File: src/rtl/layer1_pkg.sv
// Shared constants, derived widths and state encoding for the layer-1 convolution scheduler.
package layer1_pkg;

  localparam int FILTER_SIZE = 25;
  localparam int GROUP_NUM   = 16;
  localparam int TILE_NUM    = 36;
  localparam int RD_LAT      = 1;
  localparam int CAP_LAT     = 1;
  localparam int W_AW        = 9;
  localparam int F_AW        = 10;

  localparam int GROUP_W = $clog2(GROUP_NUM);
  localparam int TILE_W  = $clog2(TILE_NUM);
  localparam int TAP_W   = $clog2(FILTER_SIZE);
  localparam int CAP_W   = (CAP_LAT > 1) ? $clog2(CAP_LAT) : 1;

  // IDLE wait start | FETCH tap reads | WAIT array busy | CAPT capture delay | EMIT word handshake
  typedef enum logic [2:0] {
    ST_IDLE,
    ST_FETCH,
    ST_WAIT,
    ST_CAPT,
    ST_EMIT
  } state_e;

endpackage

File: src/rtl/layer1_tap_counter.sv
// Nested tap / tile / group counter; tile is the inner word loop, group the outer one.
module layer1_tap_counter
  import layer1_pkg::*;
(
  input  logic               clk_i,
  input  logic               rst_n_i,
  input  logic               clr_i,
  input  logic               tap_inc_i,
  input  logic               word_inc_i,
  output logic [TAP_W-1:0]   tap_o,
  output logic [TILE_W-1:0]  tile_o,
  output logic [GROUP_W-1:0] group_o,
  output logic               tap_last_o,
  output logic               tile_last_o,
  output logic               group_last_o
);

  logic [TAP_W-1:0]   tap_q, tap_d;
  logic [TILE_W-1:0]  tile_q, tile_d;
  logic [GROUP_W-1:0] group_q, group_d;

  assign tap_last_o   = (tap_q == TAP_W'(FILTER_SIZE - 1));
  assign tile_last_o  = (tile_q == TILE_W'(TILE_NUM - 1));
  assign group_last_o = (group_q == GROUP_W'(GROUP_NUM - 1));

  always_comb begin
    tap_d   = tap_q;
    tile_d  = tile_q;
    group_d = group_q;
    if (clr_i) begin
      tap_d   = '0;
      tile_d  = '0;
      group_d = '0;
    end else begin
      if (tap_inc_i) begin
        tap_d = tap_last_o ? '0 : tap_q + 1'b1;
      end
      if (word_inc_i) begin
        if (tile_last_o) begin
          tile_d  = '0;
          group_d = group_last_o ? '0 : group_q + 1'b1;
        end else begin
          tile_d = tile_q + 1'b1;
        end
      end
    end
  end

  always_ff @(posedge clk_i) begin
    if (!rst_n_i) begin
      tap_q   <= '0;
      tile_q  <= '0;
      group_q <= '0;
    end else begin
      tap_q   <= tap_d;
      tile_q  <= tile_d;
      group_q <= group_d;
    end
  end

  assign tap_o   = tap_q;
  assign tile_o  = tile_q;
  assign group_o = group_q;

endmodule

File: src/rtl/layer1_conv_sched.sv
// Layer-1 conv array sequencer: streams tap reads per (group, tile), waits for the
// array, then hands each result word downstream over valid/ready.
module layer1_conv_sched
  import layer1_pkg::*;
(
  input  logic               clk_in_i,
  input  logic               rst_n_i,
  input  logic               start_i,
  input  logic               abort_i,
  output logic               w_rd_en_o,
  output logic [W_AW-1:0]    w_rd_addr_o,
  output logic               f_rd_en_o,
  output logic [F_AW-1:0]    f_rd_addr_o,
  output logic               conv_start_o,
  input  logic               conv_ready_i,
  output logic               out_valid_o,
  input  logic               out_ready_i,
  output logic [GROUP_W-1:0] out_group_o,
  output logic [TILE_W-1:0]  out_tile_o,
  output logic               busy_o,
  output logic               done_o,
  output logic               err_early_o
);

  if (GROUP_NUM * FILTER_SIZE > (1 << W_AW)) begin : g_w_aw_chk
    $error("W_AW cannot address GROUP_NUM*FILTER_SIZE weights");
  end
  if (TILE_NUM * FILTER_SIZE > (1 << F_AW)) begin : g_f_aw_chk
    $error("F_AW cannot address TILE_NUM*FILTER_SIZE features");
  end
  if (RD_LAT < 1 || RD_LAT > 3) begin : g_rd_lat_chk
    $error("RD_LAT must be 1..3");
  end

  state_e             state_q, state_d;
  logic [CAP_W-1:0]   cap_q, cap_d;
  logic [RD_LAT-1:0]  cs_q, cs_d;
  logic               done_q, done_d;
  logic               err_q, err_d;
  logic               ctr_clr, tap_inc, word_inc;
  logic               fetch, emit, tap0_rd;
  logic [TAP_W-1:0]   tap;
  logic [TILE_W-1:0]  tile;
  logic [GROUP_W-1:0] group;
  logic               tap_last, tile_last, group_last;

  layer1_tap_counter u_ctr (
    .clk_i        (clk_in_i),
    .rst_n_i      (rst_n_i),
    .clr_i        (ctr_clr),
    .tap_inc_i    (tap_inc),
    .word_inc_i   (word_inc),
    .tap_o        (tap),
    .tile_o       (tile),
    .group_o      (group),
    .tap_last_o   (tap_last),
    .tile_last_o  (tile_last),
    .group_last_o (group_last)
  );

  assign fetch   = (state_q == ST_FETCH);
  assign emit    = (state_q == ST_EMIT);
  assign tap0_rd = fetch && (tap == '0);

  always_comb begin
    state_d  = state_q;
    cap_d    = cap_q;
    ctr_clr  = 1'b0;
    tap_inc  = 1'b0;
    word_inc = 1'b0;
    done_d   = 1'b0;
    err_d    = err_q | (conv_ready_i && (state_q != ST_WAIT));
    unique case (state_q)
      ST_IDLE: begin
        if (start_i) begin
          state_d = ST_FETCH;
          ctr_clr = 1'b1;
        end
      end
      ST_FETCH: begin
        tap_inc = 1'b1;
        if (tap_last) state_d = ST_WAIT;
      end
      ST_WAIT: begin
        if (conv_ready_i) begin
          state_d = ST_CAPT;
          cap_d   = CAP_W'(CAP_LAT - 1);
        end
      end
      ST_CAPT: begin
        if (cap_q == '0) state_d = ST_EMIT;
        else cap_d = cap_q - 1'b1;
      end
      ST_EMIT: begin
        if (out_ready_i) begin
          word_inc = 1'b1;
          if (tile_last && group_last) begin
            state_d = ST_IDLE;
            done_d  = 1'b1;
          end else begin
            state_d = ST_FETCH;
          end
        end
      end
      default: state_d = ST_IDLE;
    endcase
    if (abort_i) begin
      state_d  = ST_IDLE;
      done_d   = 1'b0;
      ctr_clr  = 1'b1;
      tap_inc  = 1'b0;
      word_inc = 1'b0;
    end
    // delay line lines conv_start up with tap-0 data coming out of the buffers
    cs_d = abort_i ? '0 : ((cs_q << 1) | RD_LAT'(tap0_rd));
  end

  always_ff @(posedge clk_in_i) begin
    if (!rst_n_i) begin
      state_q <= ST_IDLE;
      cap_q   <= '0;
      cs_q    <= '0;
      done_q  <= 1'b0;
      err_q   <= 1'b0;
    end else begin
      state_q <= state_d;
      cap_q   <= cap_d;
      cs_q    <= cs_d;
      done_q  <= done_d;
      err_q   <= err_d;
    end
  end

  assign w_rd_en_o    = fetch;
  assign f_rd_en_o    = fetch;
  assign w_rd_addr_o  = fetch ? (W_AW'(group) * W_AW'(FILTER_SIZE) + W_AW'(tap)) : '0;
  assign f_rd_addr_o  = fetch ? (F_AW'(tile) * F_AW'(FILTER_SIZE) + F_AW'(tap)) : '0;
  assign conv_start_o = cs_q[RD_LAT-1];
  assign out_valid_o  = emit;
  assign out_group_o  = emit ? group : '0;
  assign out_tile_o   = emit ? tile : '0;
  assign busy_o       = (state_q != ST_IDLE);
  assign done_o       = done_q;
  assign err_early_o  = err_q;

endmodule

File: config.mk
export PLATFORM = sky130hd
export DESIGN_NAME = layer1_conv_sched
export DESIGN_NICKNAME = d
export VERILOG_FILES = /design/src/rtl/layer1_pkg.sv /design/src/rtl/layer1_tap_counter.sv /design/src/rtl/layer1_conv_sched.sv
export SDC_FILE = /design/constraint.sdc
export NUM_CORES = 1
export LEC_CHECK = 0
export CORE_UTILIZATION = 35
export DETAILED_ROUTE_END_ITERATION = 16
export GPL_ROUTABILITY_DRIVEN = 0
export PLACE_DENSITY_LB_ADDON = 0.1
export SYNTH_ARGS = -nofsm -noshare
export SYNTH_HDL_FRONTEND = slang
export SYNTH_SLANG_ARGS = --single-unit
File: constraint.sdc
create_clock -name clk_in_i -period 9.9 [get_ports clk_in_i]
set_clock_uncertainty 0.1 [all_clocks]
set_input_delay 1.98 -clock clk_in_i [delete_from_list [all_inputs] [get_ports clk_in_i]]
set_output_delay 1.98 -clock clk_in_i [all_outputs]
set_load 0.005 [all_outputs]
After elaboration in Yosys (flattened, before gate mapping):

Index checks and enable logic that the tools add are counted.

* bits in registers: 22
* memories kept: 0
* ROM bits: 0
* latch bits: 0
* RAM bits: 0
* word-level logic and storage cells: 72
* output and inout bits: 36

* shift operators: 0
* reduce and logical (&&, ||, !) cells: 13
* bitwise logic cells: 4
* order comparisons: 0
* muxes and demuxes: 26
* divide/modulo/power cells: 0
* add/subtract/negate cells: 6
* equality and inequality tests: 13
* multiply operators: 2

Operators by type and width (count)
* $mux 3: 5
* $pmux 3 s5: 1
* $mux 1: 12
* $mux 6: 2
* $add 10x5->10: 1
* $mul 6x5->10 const B: 1
* $mux 10: 1
* $add 9x5->9: 1
* $mul 4x5->9 const B: 1
* $mux 9: 1
* $mux 4: 2
* $ne 2x2->1 const B: 4
* $add 6x1->6 const B: 1
* $eq 3x2->1 const B: 2
* $eq 6x6->1 const B: 1
* $add 5x1->5 const B: 1
* $eq 5x5->1 const B: 1
* $logic_not 5->1: 1
* $mux 5: 1
* $reduce_and 5->1: 1
* $add 4x1->4 const B: 1
* $eq 4x4->1 const B: 1
* $reduce_and 2->1: 2
* $reduce_or 2->1: 2
* other kinds (13): 17

Longest topological paths before layout:

Gate-level depths: netlist of the first run.

* depth in word-level cells: 5
* mapped depth: 10
* gate-level depth less buffers: 10

Modules after synthesis:

Synthesis of the first run repeated with hierarchy kept, for this count alone.

* cell total of the unflattened synthesis: 290
* area total of the unflattened synthesis: 2457.4 µm²

By module, submodules not included
* layer1_conv_sched: sequential area each 120.1 µm², cells an instance 201, instances 1, area an instance 1695.4 µm²
* layer1_tap_counter: sequential area each 300.3 µm², cells an instance 89, instances 1, area an instance 762.0 µm²

Least setup slack after synthesis of the first run:

No wires, ideal clock.

* path kind: register to output
* start point: reg u_ctr.tile_q[0] (netlist: u_ctr.tile_o[0])
* end point: out f_rd_addr_o[9]
* data arrival time: 2.701 ns
* required time: 7.820 ns
* cell stages (with the launch flop): 11
* path slack: 5.119 ns
* buffers on the path: 0
* path through: dfxtp_1 > ha_1 > inv_1 > fa_1 > fa_1 > inv_1 > ha_1 > o21ai_0 > o21ai_0 > a2111o_1 > o21ai_0

* longest elaborated chain between the ends: 3

RTL lines
* start, declared: RTL line layer1_tap_counter.sv:19 `logic [TILE_W-1:0] tile_q, tile_d;`
* start signal, assigned: RTL line layer1_tap_counter.sv:56 `tile_q <= tile_d;`
* $mul 6x5->10: RTL line layer1_conv_sched.sv:137 `assign f_rd_addr_o = fetch ? (F_AW'(tile) * F_AW'(FILTER_SIZE) + F_AW'(tap)) : '0;`
* $add 10x5->10: RTL line layer1_conv_sched.sv:137
* $mux 10: RTL line layer1_conv_sched.sv:137
* end, declared: RTL line layer1_conv_sched.sv:13 `output logic [F_AW-1:0] f_rd_addr_o,`

No other way between the ends.

Final worst setup path of the first run:

Ends and elaborated chain as after synthesis.

==> results of run 1 <==
-- stage by stage --
step                utilization  hold WS (ns)  instance area (um^2)  worst slack, ns  cells
floorplan                     -        0.3642                  2440            5.119    290
global placement         0.4296        0.3476                  2903            4.429    404
detailed placement       0.4296        0.3550                  2903            4.376    404
CTS                      0.4363        0.3729                  2948            4.063    408
global route             0.4363        0.4051                  2948            3.850    408
finish                   0.4363        0.3671                  2948            4.069    408
-- Yosys cell counts (2+ instances only) --
cell type and n:
o211ai_1 3, buf_6 2, o21a_1 5, ha_1 49, or3_1 2, o22a_1 2, fa_1 6, xnor2_1 7
o21bai_1 2, buf_2 2, xor2_1 5, nor3b_1 5, buf_4 2, nand4_1 3, a211oi_1 6, mux2i_1 4
nor3_1 5, nor2_1 28, inv_1 23, nand3_1 4, o21ai_0 18, nand3b_1 2, a21o_1 2, clkbuf_1 2
or4_1 2, nand4b_1 2, nand2_1 18, dfxtp_1 21, nor2b_1 5, and2_1 13, nand2b_1 8, a21oi_1 11
-- sequential cells by signal, summed over array words and instances (netlist names) --
name / flops
err_early_o: 1
u_ctr.tap_o: 5
state_q: 3
u_ctr.group_o: 4
done_o: 1
conv_start_o: 1
u_ctr.tile_o: 6
-- worst paths after layout --
check	startpoint	to	slack (ns)	cells after the start
worst max-delay path	u_ctr.tile_o[0]$_SDFFE_PP0P_	f_rd_addr_o[9]	4.07	11
worst max register to register	state_q[2]$_SDFFE_PP0P_	conv_start_o$_SDFF_PP0_	7.75	5
worst min register to register	err_early_o$_SDFF_PN0_	err_early_o$_SDFF_PN0_	0.37	1
worst min-delay path	err_early_o$_SDFF_PN0_	err_early_o$_SDFF_PN0_	0.37	1
-- cell families after synthesis --
kind of cell | share of synthesized area
DFF | 0.1723
and+or+nand+nor | 0.2544
muxes | 0.01641
xor gates and xnor gates | 0.04308
adders and majority gates | 0.3005
AOI/OAI and AO/OA | 0.1503
buffers and inverters | 0.06307
-- layer usage --
metal,wire length [um],share of wire
met1,2766,0.48
met2,2778,0.49
met3,149,0.026
met4,24,0.0042
met5,0,0
-- cell type report --
type / instances / area, um^2
fill: 691 / 3809
clock buffer: 4 / 45.04
sequential: 21 / 420.4
inverter: 25 / 98.84
multi-input combinational: 236 / 1866
tap: 80 / 100.1
timing repair buffer: 42 / 417.9
-- where the power goes --
group	internal, W	leakage (nW)	switching [W]
logic	0.00000675	1.07	0.00000807
clock network	0.0000287	0.0228	0.0000286
registers	0.0000851	0.170	0.000000926
total	0.000121	1.26	0.0000376
-- worst reg2reg max path, cell delays in order (launching register included) --
cell      delay, ns
dfxtp_1        0.66
or3b_1         0.19
buf_4          0.24
clkinv_1       0.49
nand4b_1       0.27
nor3_1         0.07
==> reports/qor.txt, run 1 <==
GRT overflow = 0
Most frequent cells in the layout = 49 x ha_1, 41 x clkdlybuf4s50_1, 28 x nor2_1
Layout net count = 390
M3 GR Usage = 0.02695
Pins Over Slew Limit = 0
Sequential area share after synthesis = 0.1723
PortBufs = 41
YS warnings = 0
DPL Wire Length = 4.606 mm
First-pass GRT wire length = 9.811 mm
Top cells by area, synth = ha_1 25%, dfxtp_1 17%, fa_1 4.9%
Routed len/inst = 14.02 um
CP top delay family = adder cells
M2 GR Usage = 0.2975
Crit-path cells = ha_1, inv_1, fa_1, fa_1, inv_1, ha_1, o21ai_0, o21ai_0, a2111o_1, o21ai_0, clkdlybuf4s50_1
Worst-Skew Late Latency = 0.26 ns
Ys flop type = dfxtp_1
Data required time of the worst path = 7.82 ns
Post-synth ARST share = 0
CP bufs+invs = 3
Vias per std cell = 5.203
Total routed wirelength = 5.719 mm
Worst Max-Slew Pin Slew = 0.5668 ns
Row count = 30
# IOs = 42
HP Class = flip-flop to flip-flop
Fmax = 171.5 MHz
Area grow syn2layout = 20.82%
Fin. Hold Viols = 0
Synth Instances = 290
Die H = 85.49 um
CP Launch Type = flip-flop
Most common cell after layout, fill and taps aside = ha_1
Status = complete, no violations
Post-CTS Hold Buffers = 0
Via count = 2123
Syn nets = 351
Period minus WS final = 5.831 ns
Max_cap viols = 0
Cells resized by post-CTS repair = 0
Worst-path fanout max = 6
Synth Cell Area = 2440 um^2
Pwr dens = 53.62 nW/um^2
Num CTS Buffers = 3
Starting Density = 0.3611
Period utilization = 0.5890
Fraction of layout cells with a size suffix above 1 = 0.03659
Cell repeated most along the worst path = o21ai_0
Initial detailed-routing violation count = 76
Vias in the first global route = 2039
WS Path Type = flip-flop to output pin
Initial antenna violation count = 0
Worst Path Arrival = 3.75 ns
GRT Overall Usage = 0.1664
Grt peak-use layer = met2
Number of enable flip-flop cells after synthesis = 0
Drc violations = 0
Post-synthesis average cell area = 8.413 um^2
CTS sink cnt = 21
Setup TNS = 0 ns
Largest net degree at the start of global routing = 20
TritonCTS clock tree = built
Final Power = 0.0001581 W
CTS Root Cell = clkbuf_8
Area leader, netlist = ha_1
Share of the synthesized area in the top cell type = 0.2513
Pleak = 1.264 nW
CTS Buffer Depth = 2
Final setup fails = 0
Die width = 85.49 um
First-pass DRT Iterations = 4
Setup Fix Bufs, Post-CTS = 0
CP peak stage delay = 0.54 ns
Ant. Diodes = 0
Synth cell types = 53
CP Capture Type = output pin
GRT met1 Usage = 0.2190
Slew headroom = 0.6211
Core ar. = 6756 um^2
Routed Antenna Nets = 0
Unrepaired setup endpoints after global routing = no
Crit-path slowest cell = fa_1
Htree depth = 1
Synthesized flop and latch total = 21
Die area = 7309 um^2
Worst vdd ir = 0.00005380 V
Worst-path clk slew = 0.08 ns
Note: power is estimated with default switching activity, not from simulation.
==> run 2: changes to the inputs <==
==> constraint.sdc (replaced) <==
create_clock -name clk_in_i -period 4.83 [get_ports clk_in_i]
set_clock_uncertainty 0.1 [all_clocks]
set_input_delay 0.966 -clock clk_in_i [delete_from_list [all_inputs] [get_ports clk_in_i]]
set_output_delay 0.966 -clock clk_in_i [all_outputs]
set_load 0.005 [all_outputs]
==> reports/qor.txt, run 2 (synthesized netlist as in run 1, its figures left out) <==
Final WS setup = 0.2428 ns (was 4.069 ns)
Setup TNS = 0 ns (unchanged)
Post-CTS Hold Buffers = 0 (unchanged)
Area grow syn2layout = 21.59% (was 20.82%)
CTS Root Cell = clkbuf_8 (unchanged)
First-pass GRT wire length = 10.16 mm (was 9.811 mm)
Num CTS Buffers = 3 (unchanged)
Fmax = 218.0 MHz
Row count = 30 (unchanged)
Fin. Hold Viols = 0 (unchanged)
Htree depth = 1 (unchanged)
Worst Path Arrival = 3.52 ns (was 3.75 ns)
Layout net count = 391 (was 390)
# IOs = 42 (unchanged)
Die area = 7309 um^2 (unchanged)
CP Capture Type = output pin (unchanged)
Pins Over Slew Limit = 0 (unchanged)
GRT overflow = 0 (unchanged)
Routed len/inst = 14.23 um (was 14.02 um)
Period utilization = 0.9497
Dpl ws = 0.3337 ns (was 4.376 ns)
Starting Density = 0.3611 (unchanged)
Vias in the first global route = 2130 (was 2039)
HP Class = flip-flop to flip-flop (unchanged)
CTS sink cnt = 21 (unchanged)
Slew headroom = 0.6420 (was 0.6211)
Final Power = 0.0003234 W (was 0.0001581 W)
Max reg flops = 6 (unchanged)
Ant. Diodes = 0 (unchanged)
Core ar. = 6756 um^2 (unchanged)
Initial antenna violation count = 0 (unchanged)
Pwr dens = 109.0 nW/um^2 (was 53.62 nW/um^2)
Most common cell after layout, fill and taps aside = ha_1 (unchanged)
Final setup fails = 0 (unchanged)
Routed Antenna Nets = 0 (unchanged)
Data required time of the worst path = 3.76 ns (was 7.82 ns)
Via count = 2172 (was 2123)
Unrepaired setup endpoints after global routing = no (unchanged)
Status = complete, no violations (unchanged)
Final Util = 0.4391 (was 0.4363)
Largest net degree at the start of global routing = 19 (was 20)
Die width = 85.49 um (unchanged)
PortBufs = 41 (unchanged)
GRT Overall Usage = 0.1726 (was 0.1664)
Worst Max-Slew Pin Slew = 0.5356 ns (was 0.5668 ns)
Worst vdd ir = 0.00006445 V (was 0.00005380 V)
Most frequent cells in the layout = 49 x ha_1, 41 x clkdlybuf4s50_1, 28 x nor2_1 (unchanged)
Worst-path clk slew = 0.08 ns (about the same)
TritonCTS clock tree = built (unchanged)
Max_cap viols = 0 (unchanged)
WS Path Type = flip-flop to output pin (unchanged)
Drc violations = 0 (unchanged)
Pleak = 1.271 nW (was 1.264 nW)
CTS Buffer Depth = 2 (unchanged)
Period minus WS final = 4.587 ns
DPL Wire Length = 4.699 mm (was 4.606 mm)
CP Launch Type = flip-flop (unchanged)
Hold_ws = 0.3655 ns (was 0.3671 ns)
First-pass DRT Iterations = 4 (unchanged)
Vias per std cell = 5.311 (was 5.203)
Worst-path fanout max = 4 (was 6)
Initial detailed-routing violation count = 79 (was 76)
Fraction of layout cells with a size suffix above 1 = 0.05167 (was 0.03659)
Worst-Skew Late Latency = 0.26 ns (about the same)
Die H = 85.49 um (unchanged)
Total routed wirelength = 5.821 mm (was 5.719 mm)
[run 2: per-layer routing]
metal / part of all wire / global-route usage
met4: 0.011 / 0.03030
met1: 0.49 / 0.2302
met5: 0 / 0
met2: 0.47 / 0.2982
met3: 0.029 / 0.02695
[run 2: critical path, cell delays in order, from the launching register on]
cell and delay [ns]:
dfxtp_1 0.39, ha_1 0.25, inv_1 0.06, fa_1 0.44, fa_1 0.54, inv_1 0.04, ha_1 0.23, nor3_1 0.19
o21ai_1 0.12, a2111o_1 0.41, o21ai_0 0.07, clkdlybuf4s50_1 0.52
[run 2: timing repair]
item / 4_1_cts / 5_1_grt
setup endpoints to repair: 0 / 1
buffers inserted: 0 / 0
gates resized for setup: 0 / 6
[run 2: cell type report]
class                   count  area (um^2)
flip-flops and latches     21        422.9
clock buffers               4        45.04
well taps                  80        100.1
repair buffers             43        425.4
multi-input cells         236         1874
inverters                  25        98.84
fillers                   693         3790
[run 2: where the power goes]
| part | leakage [nW] | total, W | switching [W] | internal (W) |
|---|---|---|---|---|
| logic | 1.08 | 0.0000315 | 0.0000170 | 0.0000145 |
| clock network | 0.0228 | 0.000116 | 0.0000568 | 0.0000588 |
| registers | 0.171 | 0.000176 | 0.00000199 | 0.000174 |
[run 2: worst paths after layout]
kind	start	end	slack (ns)	depth (start not counted)
setup reg to reg	state_q[2]$_SDFFE_PP0P_	u_ctr.group_o[3]$_SDFFE_PP0P_	2.83	5
setup / recovery	u_ctr.tile_o[2]$_SDFFE_PP0P_	f_rd_addr_o[9]	0.24	11
hold / removal	err_early_o$_SDFF_PN0_	err_early_o$_SDFF_PN0_	0.37	1
hold reg to reg	err_early_o$_SDFF_PN0_	err_early_o$_SDFF_PN0_	0.37	1
[run 2: metrics by stage]
stage,cells,cell area [um^2]
global route,409,2967
CTS,409,2955
finish,409,2967
floorplan,290,2440
global placement,405,2910
detailed placement,405,2910
==> run 3: changes to the inputs <==
--- a/config.mk
+++ b/config.mk
@@ -8,6 +8,7 @@
 export CORE_UTILIZATION = 35
 export DETAILED_ROUTE_END_ITERATION = 16
 export GPL_ROUTABILITY_DRIVEN = 0
+export GPL_TIMING_DRIVEN = 0
 export PLACE_DENSITY_LB_ADDON = 0.1
 export SYNTH_ARGS = -nofsm -noshare
 export SYNTH_HDL_FRONTEND = slang
==> reports/qor.txt, run 3 (synthesized netlist as in run 1, its figures left out) <==
Worst Max-Slew Pin Slew = 0.5831 ns (was 0.5356 ns)
Most frequent cells in the layout = 48 x ha_1, 41 x clkdlybuf4s50_1, 28 x nor2_1 (was 49 x ha_1, 41 x clkdlybuf4s50_1, 28 x nor2_1)
NetSw = 0.00007927 W (was 0.00007582 W)
Fmax = 216.2 MHz (was 218.0 MHz)
Vias per std cell = 5.190 (was 5.311)
Die H = 85.49 um (unchanged)
# IOs = 42 (unchanged)
Row count = 30 (unchanged)
Pleak = 1.292 nW (was 1.271 nW)
DPL Wire Length = 4.561 mm (was 4.699 mm)
Layout net count = 397 (was 391)
Most common cell after layout, fill and taps aside = ha_1 (unchanged)
GRT Overall Usage = 0.1643 (was 0.1726)
Die area = 7309 um^2 (unchanged)
Data required time of the worst path = 3.76 ns (about the same)
Pwr dens = 108.9 nW/um^2 (was 109.0 nW/um^2)
CTS Buffer Depth = 2 (unchanged)
Met2 wire length = 2.768 mm (was 2.764 mm)
Worst Path Arrival = 3.56 ns (was 3.52 ns)
TritonCTS clock tree = built (unchanged)
Max reg flops = 6 (unchanged)
Routed len/inst = 13.80 um (was 14.23 um)
Logic pwr share = 0.106 (was 0.097)
Htree depth = 1 (unchanged)
Final Util = 0.4459 (was 0.4391)
Hold_ws = 0.3654 ns (was 0.3655 ns)
PortBufs = 41 (unchanged)
Total routed wirelength = 5.727 mm (was 5.821 mm)
Ant. Diodes = 0 (unchanged)
Period utilization = 0.9578 (was 0.9497)
First-pass GRT wire length = 9.722 mm (was 10.16 mm)
Max_cap viols = 0 (unchanged)
Num CTS Buffers = 3 (unchanged)
CTS sink cnt = 21 (unchanged)
Status = complete, no violations (unchanged)
Fin. Hold Viols = 0 (unchanged)
Via count = 2154 (was 2172)
CP Launch Type = flip-flop (unchanged)
Die width = 85.49 um (unchanged)
Sw Ratio = 0.2417 (was 0.2344)
Slew headroom = 0.6102 (was 0.6420)
Cell internal pwr = 0.0002487 W (was 0.0002476 W)
Worst-path clk slew = 0.08 ns (about the same)
DP Area = 2950 um^2 (was 2910 um^2)
Setup TNS = 0 ns (unchanged)
Final setup fails = 0 (unchanged)
Post-CTS Hold Buffers = 0 (unchanged)
Worst-Skew Late Latency = 0.26 ns (about the same)
First-pass DRT Iterations = 4 (unchanged)
CP Capture Type = output pin (unchanged)
Worst-path fanout max = 6 (was 4)
Vias in the first global route = 2028 (was 2130)
Pins Over Slew Limit = 0 (unchanged)
Fraction of layout cells with a size suffix above 1 = 0.06866 (was 0.05167)
Area grow syn2layout = 23.49% (was 21.59%)
Initial antenna violation count = 0 (unchanged)
DR WL met3 = 153 um (was 167 um)
Largest net degree at the start of global routing = 12 (was 19)
CTS Root Cell = clkbuf_8 (unchanged)
M1 WL = 2.804 mm (was 2.827 mm)
Period minus WS final = 4.626 ns (was 4.587 ns)
GRT overflow = 0 (unchanged)
Flop pwr share = 0.532 (was 0.545)
Routed Antenna Nets = 0 (unchanged)
Starting Density = 0.3611 (unchanged)
Core ar. = 6756 um^2 (unchanged)
HP Class = flip-flop to flip-flop (unchanged)
Final instance area = 3013 um^2 (was 2967 um^2)
Highest routed layer = met3 (was met4)
Worst vdd ir = 0.00007872 V (was 0.00006445 V)
WS Path Type = flip-flop to output pin (unchanged)
Clock share of power = 0.363 (was 0.357)
Drc violations = 0 (unchanged)
Initial detailed-routing violation count = 69 (was 79)
Unrepaired setup endpoints after global routing = no (unchanged)
run 3: timing repair:
item                                   in CTS  in global routing
gates resized for setup                     2                  7
endpoints found under the hold margin       0                  0
setup endpoints to repair                   1                  2
buffers inserted                            0                  0
cloned                                      0                  0
run 3: path summary, 6_finish.rpt:
path	from	end	slack [ns]	cells after the start
hold / removal	err_early_o$_SDFF_PN0_	err_early_o$_SDFF_PN0_	0.37	1
hold reg to reg	err_early_o$_SDFF_PN0_	err_early_o$_SDFF_PN0_	0.37	1
setup / recovery	u_ctr.tile_o[0]$_SDFFE_PP0P_	f_rd_addr_o[9]	0.20	11
setup reg to reg	u_ctr.tile_o[0]$_SDFFE_PP0P_	u_ctr.group_o[3]$_SDFFE_PP0P_	2.92	5
run 3: final cells by class:
type	count	area (um^2)
fillers	695	3744
multi-input cells	236	1877
flip-flops and latches	21	426.7
repair buffers	41	410.4
well taps	80	100.1
inverters	25	98.84
plain buffers	8	55.05
clock buffers	4	45.04
run 3: through the flow:
step / power [W] / setup slack [ns] / cells
after floorplan: 0.0001978 / 1.063 / 290
after global placement: 0.0002143 / 0.1978 / 411
after detailed placement: 0.0002142 / 0.2172 / 411
after CTS: 0.0003312 / 0.01332 / 415
after global routing: 0.0003411 / 0.006624 / 415
final: 0.0003280 / 0.2038 / 415
run 3: worst max-delay path: stages (launching register included):
cell and delay, ns:
dfxtp_4 0.40, ha_2 0.20, inv_1 0.06, fa_1 0.48, fa_1 0.55, inv_1 0.04
ha_1 0.33, o21ai_2 0.10, o21ai_1 0.11, a2111o_1 0.42, o21ai_0 0.08, clkdlybuf4s50_1 0.53
run 3: power by group through the flow:
stage	Clock, W	Combinational [W]	Sequential, W
2_1_floorplan	0	0.0000188	0.000179
3_3_place_gp	0	0.0000352	0.000179
3_5_place_dp	0	0.0000351	0.000179
4_1_cts	0.000121	0.0000353	0.000175
5_1_grt	0.000128	0.0000382	0.000175
6_report	0.000119	0.0000347	0.000174
run 3: per-layer routing:
layer | vias to the layer above | global-route usage
li1 | 1112 | -
met2 | 28 | 0.2909
met3 | 0 | 0.02310
met5 | - | 0
met4 | 0 | 0.01818
met1 | 1014 | 0.2190
